<file path="config.mk">
export PLATFORM = sky130hd
export DESIGN_NAME = madd_pipe
export DESIGN_NICKNAME = d
export VERILOG_FILES = /design/src/rtl/madd_pipe_pkg.sv /design/src/rtl/madd_booth_tree.sv /design/src/rtl/madd_pipe.sv
export SDC_FILE = /design/constraint.sdc
export NUM_CORES = 1
export LEC_CHECK = 0
export CORE_ASPECT_RATIO = 1.2
export CORE_UTILIZATION = 55
export CTS_CLUSTER_SIZE = 28
export DETAILED_ROUTE_END_ITERATION = 10
export GPL_ROUTABILITY_DRIVEN = 0
export GPL_TIMING_DRIVEN = 1
export PLACE_DENSITY = 0.75
export SLEW_MARGIN = 25
export SYNTH_ARGS = -nofsm -noshare
export SYNTH_HDL_FRONTEND = slang
export SYNTH_SLANG_ARGS = --single-unit
</file>
<file path="constraint.sdc">
create_clock -name CLK -period 13.1 [get_ports CLK]
set_input_delay 2.62 -clock CLK [delete_from_list [all_inputs] [get_ports CLK]]
set_output_delay 2.62 -clock CLK [all_outputs]
set_load 0.02 [all_outputs]
</file>
<file path="src/rtl/madd_pipe_pkg.sv">
// madd_pipe shared definitions: operation encoding and signed range helpers.
package madd_pipe_pkg;

  typedef enum logic [1:0] {
    MODE_MAC = 2'b00,
    MODE_MSC = 2'b01,
    MODE_ACC = 2'b10,
    MODE_LDA = 2'b11
  } mode_e;

  function automatic logic signed [127:0] smax(input int w);
    return (128'sd1 <<< (w - 1)) - 128'sd1;
  endfunction

  function automatic logic signed [127:0] smin(input int w);
    return -(128'sd1 <<< (w - 1));
  endfunction

endpackage

</file>
<file path="src/rtl/madd_booth_tree.sv">
// Radix-4 Booth partial products reduced to a carry-save pair.
module madd_booth_tree
  import madd_pipe_pkg::*;
#(
  parameter int WIDTH = 32
) (
  input  logic [WIDTH-1:0]   a_i,
  input  logic [WIDTH-1:0]   b_i,
  output logic [2*WIDTH-1:0] sum_o,
  output logic [2*WIDTH-1:0] cry_o
);

  localparam int P   = 2 * WIDTH;
  localparam int NPP = WIDTH / 2 + 1;

  logic [P-1:0] pp [NPP];
  logic [P-1:0] ae;
  logic [WIDTH:0] bx;

  assign ae = {{WIDTH{a_i[WIDTH-1]}}, a_i};
  assign bx = {b_i, 1'b0};

  // Negation is ~mag here; the +1 of each negative digit goes in the last row.
  always_comb begin
    logic [P-1:0] mag;
    logic [P-1:0] cor;
    logic one, two, neg;
    cor = '0;
    mag = '0;
    one = 1'b0;
    two = 1'b0;
    neg = 1'b0;
    for (int i = 0; i < NPP; i++) pp[i] = '0;
    for (int i = 0; i < NPP - 1; i++) begin
      neg = bx[2*i+2];
      one = bx[2*i+1] ^ bx[2*i];
      two = (bx[2*i+2] & ~bx[2*i+1] & ~bx[2*i]) |
            (~bx[2*i+2] & bx[2*i+1] & bx[2*i]);
      mag = one ? ae : (two ? (ae << 1) : '0);
      pp[i] = (neg ? ~mag : mag) << (2 * i);
      cor[2*i] = neg;
    end
    pp[NPP-1] = cor;
  end

  always_comb begin
    logic [P-1:0] s, c, x;
    s = pp[0];
    c = pp[1];
    x = '0;
    for (int i = 2; i < NPP; i++) begin
      x = pp[i];
      {s, c} = {s ^ c ^ x, ((s & c) | (s & x) | (c & x)) << 1};
    end
    sum_o = s;
    cry_o = c;
  end

endmodule

</file>
<file path="src/rtl/madd_pipe.sv">
// Pipelined signed multiply-add with accumulator and valid/ready handshake.
// Define MADD_PIPE_SAT_EN to saturate results to the signed WIDTH range.
module madd_pipe
  import madd_pipe_pkg::*;
#(
  parameter int WIDTH  = 32,
  parameter int STAGES = 3
) (
  input  logic             CLK,
  input  logic             RST,
  input  logic             IN_VALID,
  output logic             IN_READY,
  input  logic [WIDTH-1:0] A,
  input  logic [WIDTH-1:0] B,
  input  logic [WIDTH-1:0] C,
  input  logic [1:0]       MODE,
  output logic             OUT_VALID,
  input  logic             OUT_READY,
  output logic [WIDTH-1:0] Z,
  output logic             BUSY
);

  localparam int P = 2 * WIDTH;
  localparam int L = STAGES - 1;

  logic [P-1:0]     bs, bc;
  logic             stall, adv, acc_ld;
  logic [L:1]       vld_q;
  logic [P-1:0]     s_q  [1:L];
  logic [P-1:0]     cy_q [1:L];
  logic [WIDTH-1:0] c_q  [1:L];
  mode_e            md_q [1:L];
  logic [WIDTH-1:0] z_q, z_d, acc_q;
  logic             ov_q;
  logic [P-1:0]     ext, add;
  logic signed [P-1:0] full;

  madd_booth_tree #(.WIDTH(WIDTH)) u_tree (
    .a_i   (A),
    .b_i   (B),
    .sum_o (bs),
    .cry_o (bc)
  );

  assign stall     = ov_q & ~OUT_READY;
  assign adv       = ~stall;
  assign IN_READY  = ~stall & ~RST;
  assign OUT_VALID = ov_q;
  assign Z         = z_q;
  assign BUSY      = (|vld_q) | ov_q;

  assign acc_ld = vld_q[L] &
                  (md_q[L] == MODE_ACC || md_q[L] == MODE_LDA);

  always_comb begin
    ext = {{WIDTH{c_q[L][WIDTH-1]}}, c_q[L]};
    add = ext;
    unique case (md_q[L])
      MODE_MSC: add = -ext;
      MODE_ACC: add = {{WIDTH{acc_q[WIDTH-1]}}, acc_q};
      MODE_MAC,
      MODE_LDA: add = ext;
    endcase
    full = $signed(s_q[L] + cy_q[L] + add);
  end

`ifdef MADD_PIPE_SAT_EN
  localparam logic signed [127:0] SMAX = smax(WIDTH);
  localparam logic signed [127:0] SMIN = smin(WIDTH);

  always_comb begin
    z_d = full[WIDTH-1:0];
    if (full > $signed(SMAX[P-1:0]))
      z_d = SMAX[WIDTH-1:0];
    else if (full < $signed(SMIN[P-1:0]))
      z_d = SMIN[WIDTH-1:0];
  end
`else
  logic unused_hi;
  assign unused_hi = ^full[P-1:WIDTH];
  assign z_d       = full[WIDTH-1:0];
`endif

  always_ff @(posedge CLK) begin
    if (RST) begin
      vld_q <= '0;
      ov_q  <= 1'b0;
      z_q   <= '0;
      acc_q <= '0;
    end else if (adv) begin
      vld_q[1] <= IN_VALID;
      for (int i = 2; i <= L; i++) vld_q[i] <= vld_q[i-1];
      ov_q <= vld_q[L];
      if (vld_q[L]) z_q <= z_d;
      if (acc_ld) acc_q <= z_d;
    end
  end

  // Payload registers need no reset; their valid bits qualify them.
  always_ff @(posedge CLK) begin
    if (adv) begin
      s_q[1]  <= bs;
      cy_q[1] <= bc;
      c_q[1]  <= C;
      md_q[1] <= mode_e'(MODE);
      for (int i = 2; i <= L; i++) begin
        s_q[i]  <= s_q[i-1];
        cy_q[i] <= cy_q[i-1];
        c_q[i]  <= c_q[i-1];
        md_q[i] <= md_q[i-1];
      end
    end
  end

endmodule

</file>
==> reports/results.ini, run 1 <==
[timing]
period_needed_ns=11.80
slew_viol_final=0
timing.hold.ws_ns=0.413
setup-tns-final_ns=0
timing.final.hold_violations=0
slew_headroom=0.328
fmaxAchievable_mhz=84.8
worst_slew_pin_slew_ns=0.982
fin_skew_ns=0.0148
rsz0062_at_grt=false
finalCritPeriodShare=0.901
finalSetupViolations=0

[route]
drc_errors=0
num_vias=26200
wl_um=80700
post_drt_wl_per_cell_um=19.7
firstDrtPassIters=7
met2_length_um=39400
highest_layer=met5
drt-initial-drc-count=2470
ant_nets=0
route.met3.wl_um=4830
vias_per_cell=6.40
wl_met1_um=31300

[floorplan]
rows=93
die_w_um=215
io_pins=137
core_area_mm2=0.0536
initial_core_util=0.556
die-area_mm2=0.0552
fp.dieH_um=257

[global_routing]
grt_pass1_wl_um=129000
antenna_found_initial=3
grtUsageTotal=0.286
gr-total-overflow=0
grt_start_max_net_pins=113
grt_pass1_vias=24800

[clocking]
cts.repair.resized=0
htree_levels=1
clk-insertion-delay-late_ns=0.53
path_clk_slew_ns=0.07
clock-sinks=245
ctsHoldBuffers=0
tritoncts=done
cts_inserted_buffers=22
root_buffer=clkbuf_16
cts_setup_buffers=0
cts.path.max_buffers=3

[place]
hpwlAfterDp_um=58800
port_buffers=136

[yosys]
synth_seq_cells=245
syn_area_mm2=0.0298
synthCells=3512
synth_edf_count=178
yosys_warnings=0
synthFlopType=edfxtp_1
ys_seq_area_frac=0.224
syn-num-nets=4018
synthArstFlopShare=0
avgSynthCellArea_um2=8.50
ys_types=62

[run_status]
outcome=finished, final reports clean

[layout]
n_fill_cell=4573
multi_input_area_mm2=0.0207
area_delta_synth_final_pct=6.70
drive_above_1_share=0.0424
seq_area_mm2=0.00669
final_nets=3866

[worst_setup_path]
path_buf_inv=4
crit_path_end_kind=register
startpoint_type=input pin
slowest_stage=clkdlybuf4s50_1
cp_max_fo=16
crit_required_ns=13.38
path_common_cell=fa_1
critPathMaxStageDelay_ns=0.86
reg2regPathDepth=16
path_depth=29
cp.arrival_ns=12.08
crit_family=adder cells
worst-setup-path-type=input pin to register

[min_path]
min_path_type=register to register
worstHoldPathCells=0

[job]
max_cap_viol_count=0

==> metrics by stage <==
stage / instances / util / worst slack, ns / instance area (µm²)
floorplan: 3512 / - / 1.35 / 29800
global placement: 4048 / 0.580 / 0.882 / 31100
detailed placement: 4048 / 0.580 / 0.835 / 31100
CTS: 4087 / 0.594 / 1.36 / 31800
global route: 4087 / 0.594 / 0.973 / 31800
finish: 4088 / 0.594 / 1.30 / 31800
==> kinds of logic (layout without fill, tap and decap cells) <==
group           Yosys count  after routing  synth area share
compound gates          977            977             0.220
simple gates            905            905             0.142
buf+inv                 653            516            0.0821
mux                       5              5           0.00168
flops                   245            245             0.224
xor+xnor                128            128            0.0380
other cells               0              1                 0
fa+ha+maj               599            599             0.292
==> path summary, 6_finish.rpt <==
kind         slack, ns        start     endpoint
max               1.30        A[23]   s_q[1][31]
min reg2reg       0.41  cy_q[1][18]  cy_q[2][18]
min               0.41  cy_q[1][18]  cy_q[2][18]
max reg2reg       7.21    c_q[2][2]        Z[26]
==> layer usage <==
metal	GRT usage	vias to the layer above
met2	0.495	1115
met1	0.344	12600
met3	0.0280	293
li1	-	12200
met5	0	-
met4	0.173	4
==> cells in the final DEF, fill, tap and decap left out, types with 16 or more instances in the layout <==
| cell | instances |
|---|---|
| a211oi_1 | 109 |
| a21o_1 | 16 |
| a21oi_1 | 240 |
| a221o_1 | 23 |
| a221oi_1 | 25 |
| a31oi_1 | 19 |
| buf_2 | 18 |
| buf_4 | 80 |
| clkbuf_16 | 23 |
| clkdlybuf4s50_1 | 111 |
| dfxtp_1 | 67 |
| edfxtp_1 | 178 |
| fa_1 | 227 |
| ha_1 | 177 |
| inv_1 | 261 |
| maj3_1 | 195 |
| nand2_1 | 422 |
| nand2b_1 | 39 |
| nand3_1 | 56 |
| nand3b_1 | 16 |
| nor2_1 | 122 |
| nor2b_1 | 174 |
| nor3_1 | 21 |
| o211ai_1 | 19 |
| o21ai_0 | 138 |
| o221ai_1 | 16 |
| o22ai_1 | 161 |
| o311a_1 | 103 |
| o31ai_1 | 48 |
| xnor2_1 | 76 |
| xor2_1 | 51 |
==> worst register-to-register path: stages (launching register included) <==
cell       delay (ns)
edfxtp_1         0.48
nor4_1           0.50
nand3b_1         0.52
nor3_1           0.36
xnor2_1          0.16
o21ai_0          0.16
fa_1             0.55
inv_1            0.05
ha_1             0.35
and3_1           0.18
a221oi_1         0.49
o21ai_1          0.22
a2111oi_0        0.90
nor2_1           0.18
a21oi_1          0.25
xor2_1           0.27
a211oi_1         0.11
==> synth_stat cells (all sizes together), types with 76 or more instances <==
library cell / number / share of area
a211oi: 109 / 0.027
a21oi: 241 / 0.041
clkbuf: 317 / 0.040
edfxtp: 178 / 0.18
fa: 227 / 0.15
ha: 177 / 0.074
inv: 262 / 0.033
maj3: 195 / 0.065
nand2: 422 / 0.053
nor2: 124 / 0.016
nor2b: 174 / 0.036
o21ai: 144 / 0.024
o22ai: 161 / 0.034
o311a: 103 / 0.035
xnor2: 76 / 0.022
==> area by class of cell <==
class,count,share of cell area
repair buffers,210,0.0569
multi-input cells,2614,0.651
inverters,267,0.0315
clock inverters,12,0.00393
flip-flops and latches,245,0.210
diodes,1,0.0000786
clock buffers,27,0.0189
well taps,712,0.0280
==> flip-flops by register name, indices dropped and copies added, names as in the netlist <==
name	cells
c_q	64
md_q	4
acc_q	32
Z	32
cy_q	46
OUT_VALID	1
vld_q	2
s_q	64
Power of run 1 is not shown: default switching activity piles up to over one toggle a cycle in this logic, so the estimate is an artifact.
==> run 2: changes to the inputs <==
Clock period 13.1 ns to 15 ns, I/O delays scaled along.
==> run 2 against run 1 <==
- clock-buffer cell count increased by 2
- hold slack lost 0.011 ns
- cell area decreased by 0.29%
- register-to-register slack better by 1.9 ns
- utilization fell by 0.17 points
- routed wire length fell by 1.5%
- critical path depth stayed put
- die area is the same
==> reports/results.ini, run 2 (synthesized netlist as in run 1, its figures left out) <==
[timing]
finalCritPeriodShare=0.815
fmaxAchievable_mhz=81.8
period_needed_ns=12.22
setup-tns-final_ns=0  ; unchanged
timing.final.hold_violations=0  ; unchanged
finalSetupViolations=0  ; unchanged
slew_viol_final=0  ; unchanged
fin_skew_ns=0.0458  ; +0.0310 ns
rsz0062_at_grt=false
slew_headroom=0.288  ; -0.0403
worst_slew_pin_slew_ns=1.06  ; +0.0825 ns

[clocking]
cts.path.max_buffers=3  ; unchanged
cts.repair.resized=0  ; unchanged
cts_inserted_buffers=23  ; +4.5%
cts_setup_buffers=0  ; unchanged
tritoncts=done
clock-sinks=245  ; unchanged
htree_levels=1  ; unchanged
clk-insertion-delay-late_ns=0.56  ; +0.03 ns
ctsHoldBuffers=0  ; unchanged
root_buffer=clkbuf_16
path_clk_slew_ns=0.10  ; +0.03 ns

[worst_setup_path]
reg2regPathDepth=16  ; unchanged
cp.arrival_ns=12.54  ; +0.46 ns
worst-setup-path-type=input pin to register
r2r-start=c_q[2][2]
r2r-end=Z[26]
crit_path_end_kind=register
cp_max_fo=92  ; +76
slowest_stage=buf_4
path_common_cell=fa_1
critPathMaxStageDelay_ns=0.68  ; -0.18 ns
crit_required_ns=15.32  ; +1.94 ns
rrSetupSlack_ns=9.11  ; +1.90 ns
startpoint_type=input pin

[floorplan]
core_area_mm2=0.0536  ; unchanged
io_pins=137  ; unchanged
die-area_mm2=0.0552  ; unchanged
initial_core_util=0.556  ; unchanged
rows=93  ; unchanged
die_w_um=215  ; unchanged
fp.dieH_um=257  ; unchanged

[global_routing]
grt_pass1_wl_um=129000  ; -0.42%
gr-total-overflow=0  ; unchanged
grt_pass1_vias=24900  ; +0.44%
grt_start_max_net_pins=113  ; unchanged
antenna_found_initial=2  ; -1
use_met2=0.492  ; -0.00289
top_usage_layer=met2
groute.layer.met3.usage=0.0241  ; -0.00390
use_met1=0.342  ; -0.00165
grtUsageTotal=0.283  ; -0.00267

[min_path]
min_path_type=register to register
worstHoldPathCells=0  ; unchanged
hold_path_end=cy_q[2][15]
hp-start=cy_q[1][15]

[run_status]
outcome=finished, final reports clean

[layout]
reg.largest.list=c_q x64, s_q x64, cy_q x46
area_delta_synth_final_pct=6.39
final_nets=3850  ; -0.41%
final_cell_area_mm2=0.0318  ; -0.29%
final_cell_mix=nand2_1 (422), inv_1 (261), a21oi_1 (240)
multi_input_area_mm2=0.0207  ; about the same
final_common_cell=nand2_1
drive_above_1_share=0.0393  ; -0.00310
n_fill_cell=4485  ; -1.9%
seq_area_mm2=0.00669  ; unchanged

[route]
drt-initial-drc-count=2730  ; +11%
post_drt_wl_per_cell_um=19.5  ; -1.1%
num_vias=25900  ; -0.94%
wl_um=79500  ; -1.5%
vias_per_cell=6.36  ; -0.60%
firstDrtPassIters=6  ; -1
drc_errors=0  ; unchanged
ant_nets=0  ; unchanged

[job]
max_cap_viol_count=0  ; unchanged

[place]
placed_area_mm2=0.0310  ; -0.41%
hpwlAfterDp_um=56700  ; -3.7%
port_buffers=136  ; unchanged

[run 2: final cells by class]
type / instances / share of cell area
timing repair buffer: 193 / 0.0529
inverter: 267 / 0.0316
antenna: 1 / 0.0000788
multi-input combinational: 2614 / 0.653
sequential: 245 / 0.211
clock inverter: 13 / 0.00398
clock buffer: 29 / 0.0201
tap: 712 / 0.0281
[run 2: routing by layer]
layer	part of all wire	wire length [µm]
met1	0.39	31000
met2	0.49	39000
met4	0.061	4820
met5	0.00016	13
met3	0.058	4640
[run 2: stage by stage]
| stage | setup WS, ns | utilization | hold slack (ns) | std cells |
|---|---|---|---|---|
| after floorplan | 2.87 | - | 0.400 | 3512 |
| after global placement | 2.28 | 0.578 | 0.400 | 4031 |
| after detailed placement | 2.25 | 0.578 | 0.405 | 4031 |
| after CTS | 2.84 | 0.592 | 0.401 | 4073 |
| after global routing | 2.42 | 0.592 | 0.399 | 4074 |
| final | 2.78 | 0.592 | 0.402 | 4074 |
[run 2: how the worst max path moves through the flow]
stage	from	end	slack, ns	depth (start not counted)
2_1_floorplan	B[2]	s_q[1][31]	2.87	30
3_3_place_gp	A[24]	s_q[1][31]	2.28	28
3_5_place_dp	B[5]	s_q[1][31]	2.25	29
4_1_cts	B[5]	s_q[1][31]	2.84	29
5_1_grt	B[3]	s_q[1][31]	2.42	27
6_report	B[5]	s_q[1][31]	2.78	29
[run 2: critical path, delay by kind of cell]
kind            cells  cell delay, ns
fa+ha+maj          14            6.60
simple gates        1            0.47
compound gates      3            0.35
buf+inv             4            0.85
xor+xnor            7            1.20
Power of run 2 is left out for the same reason.
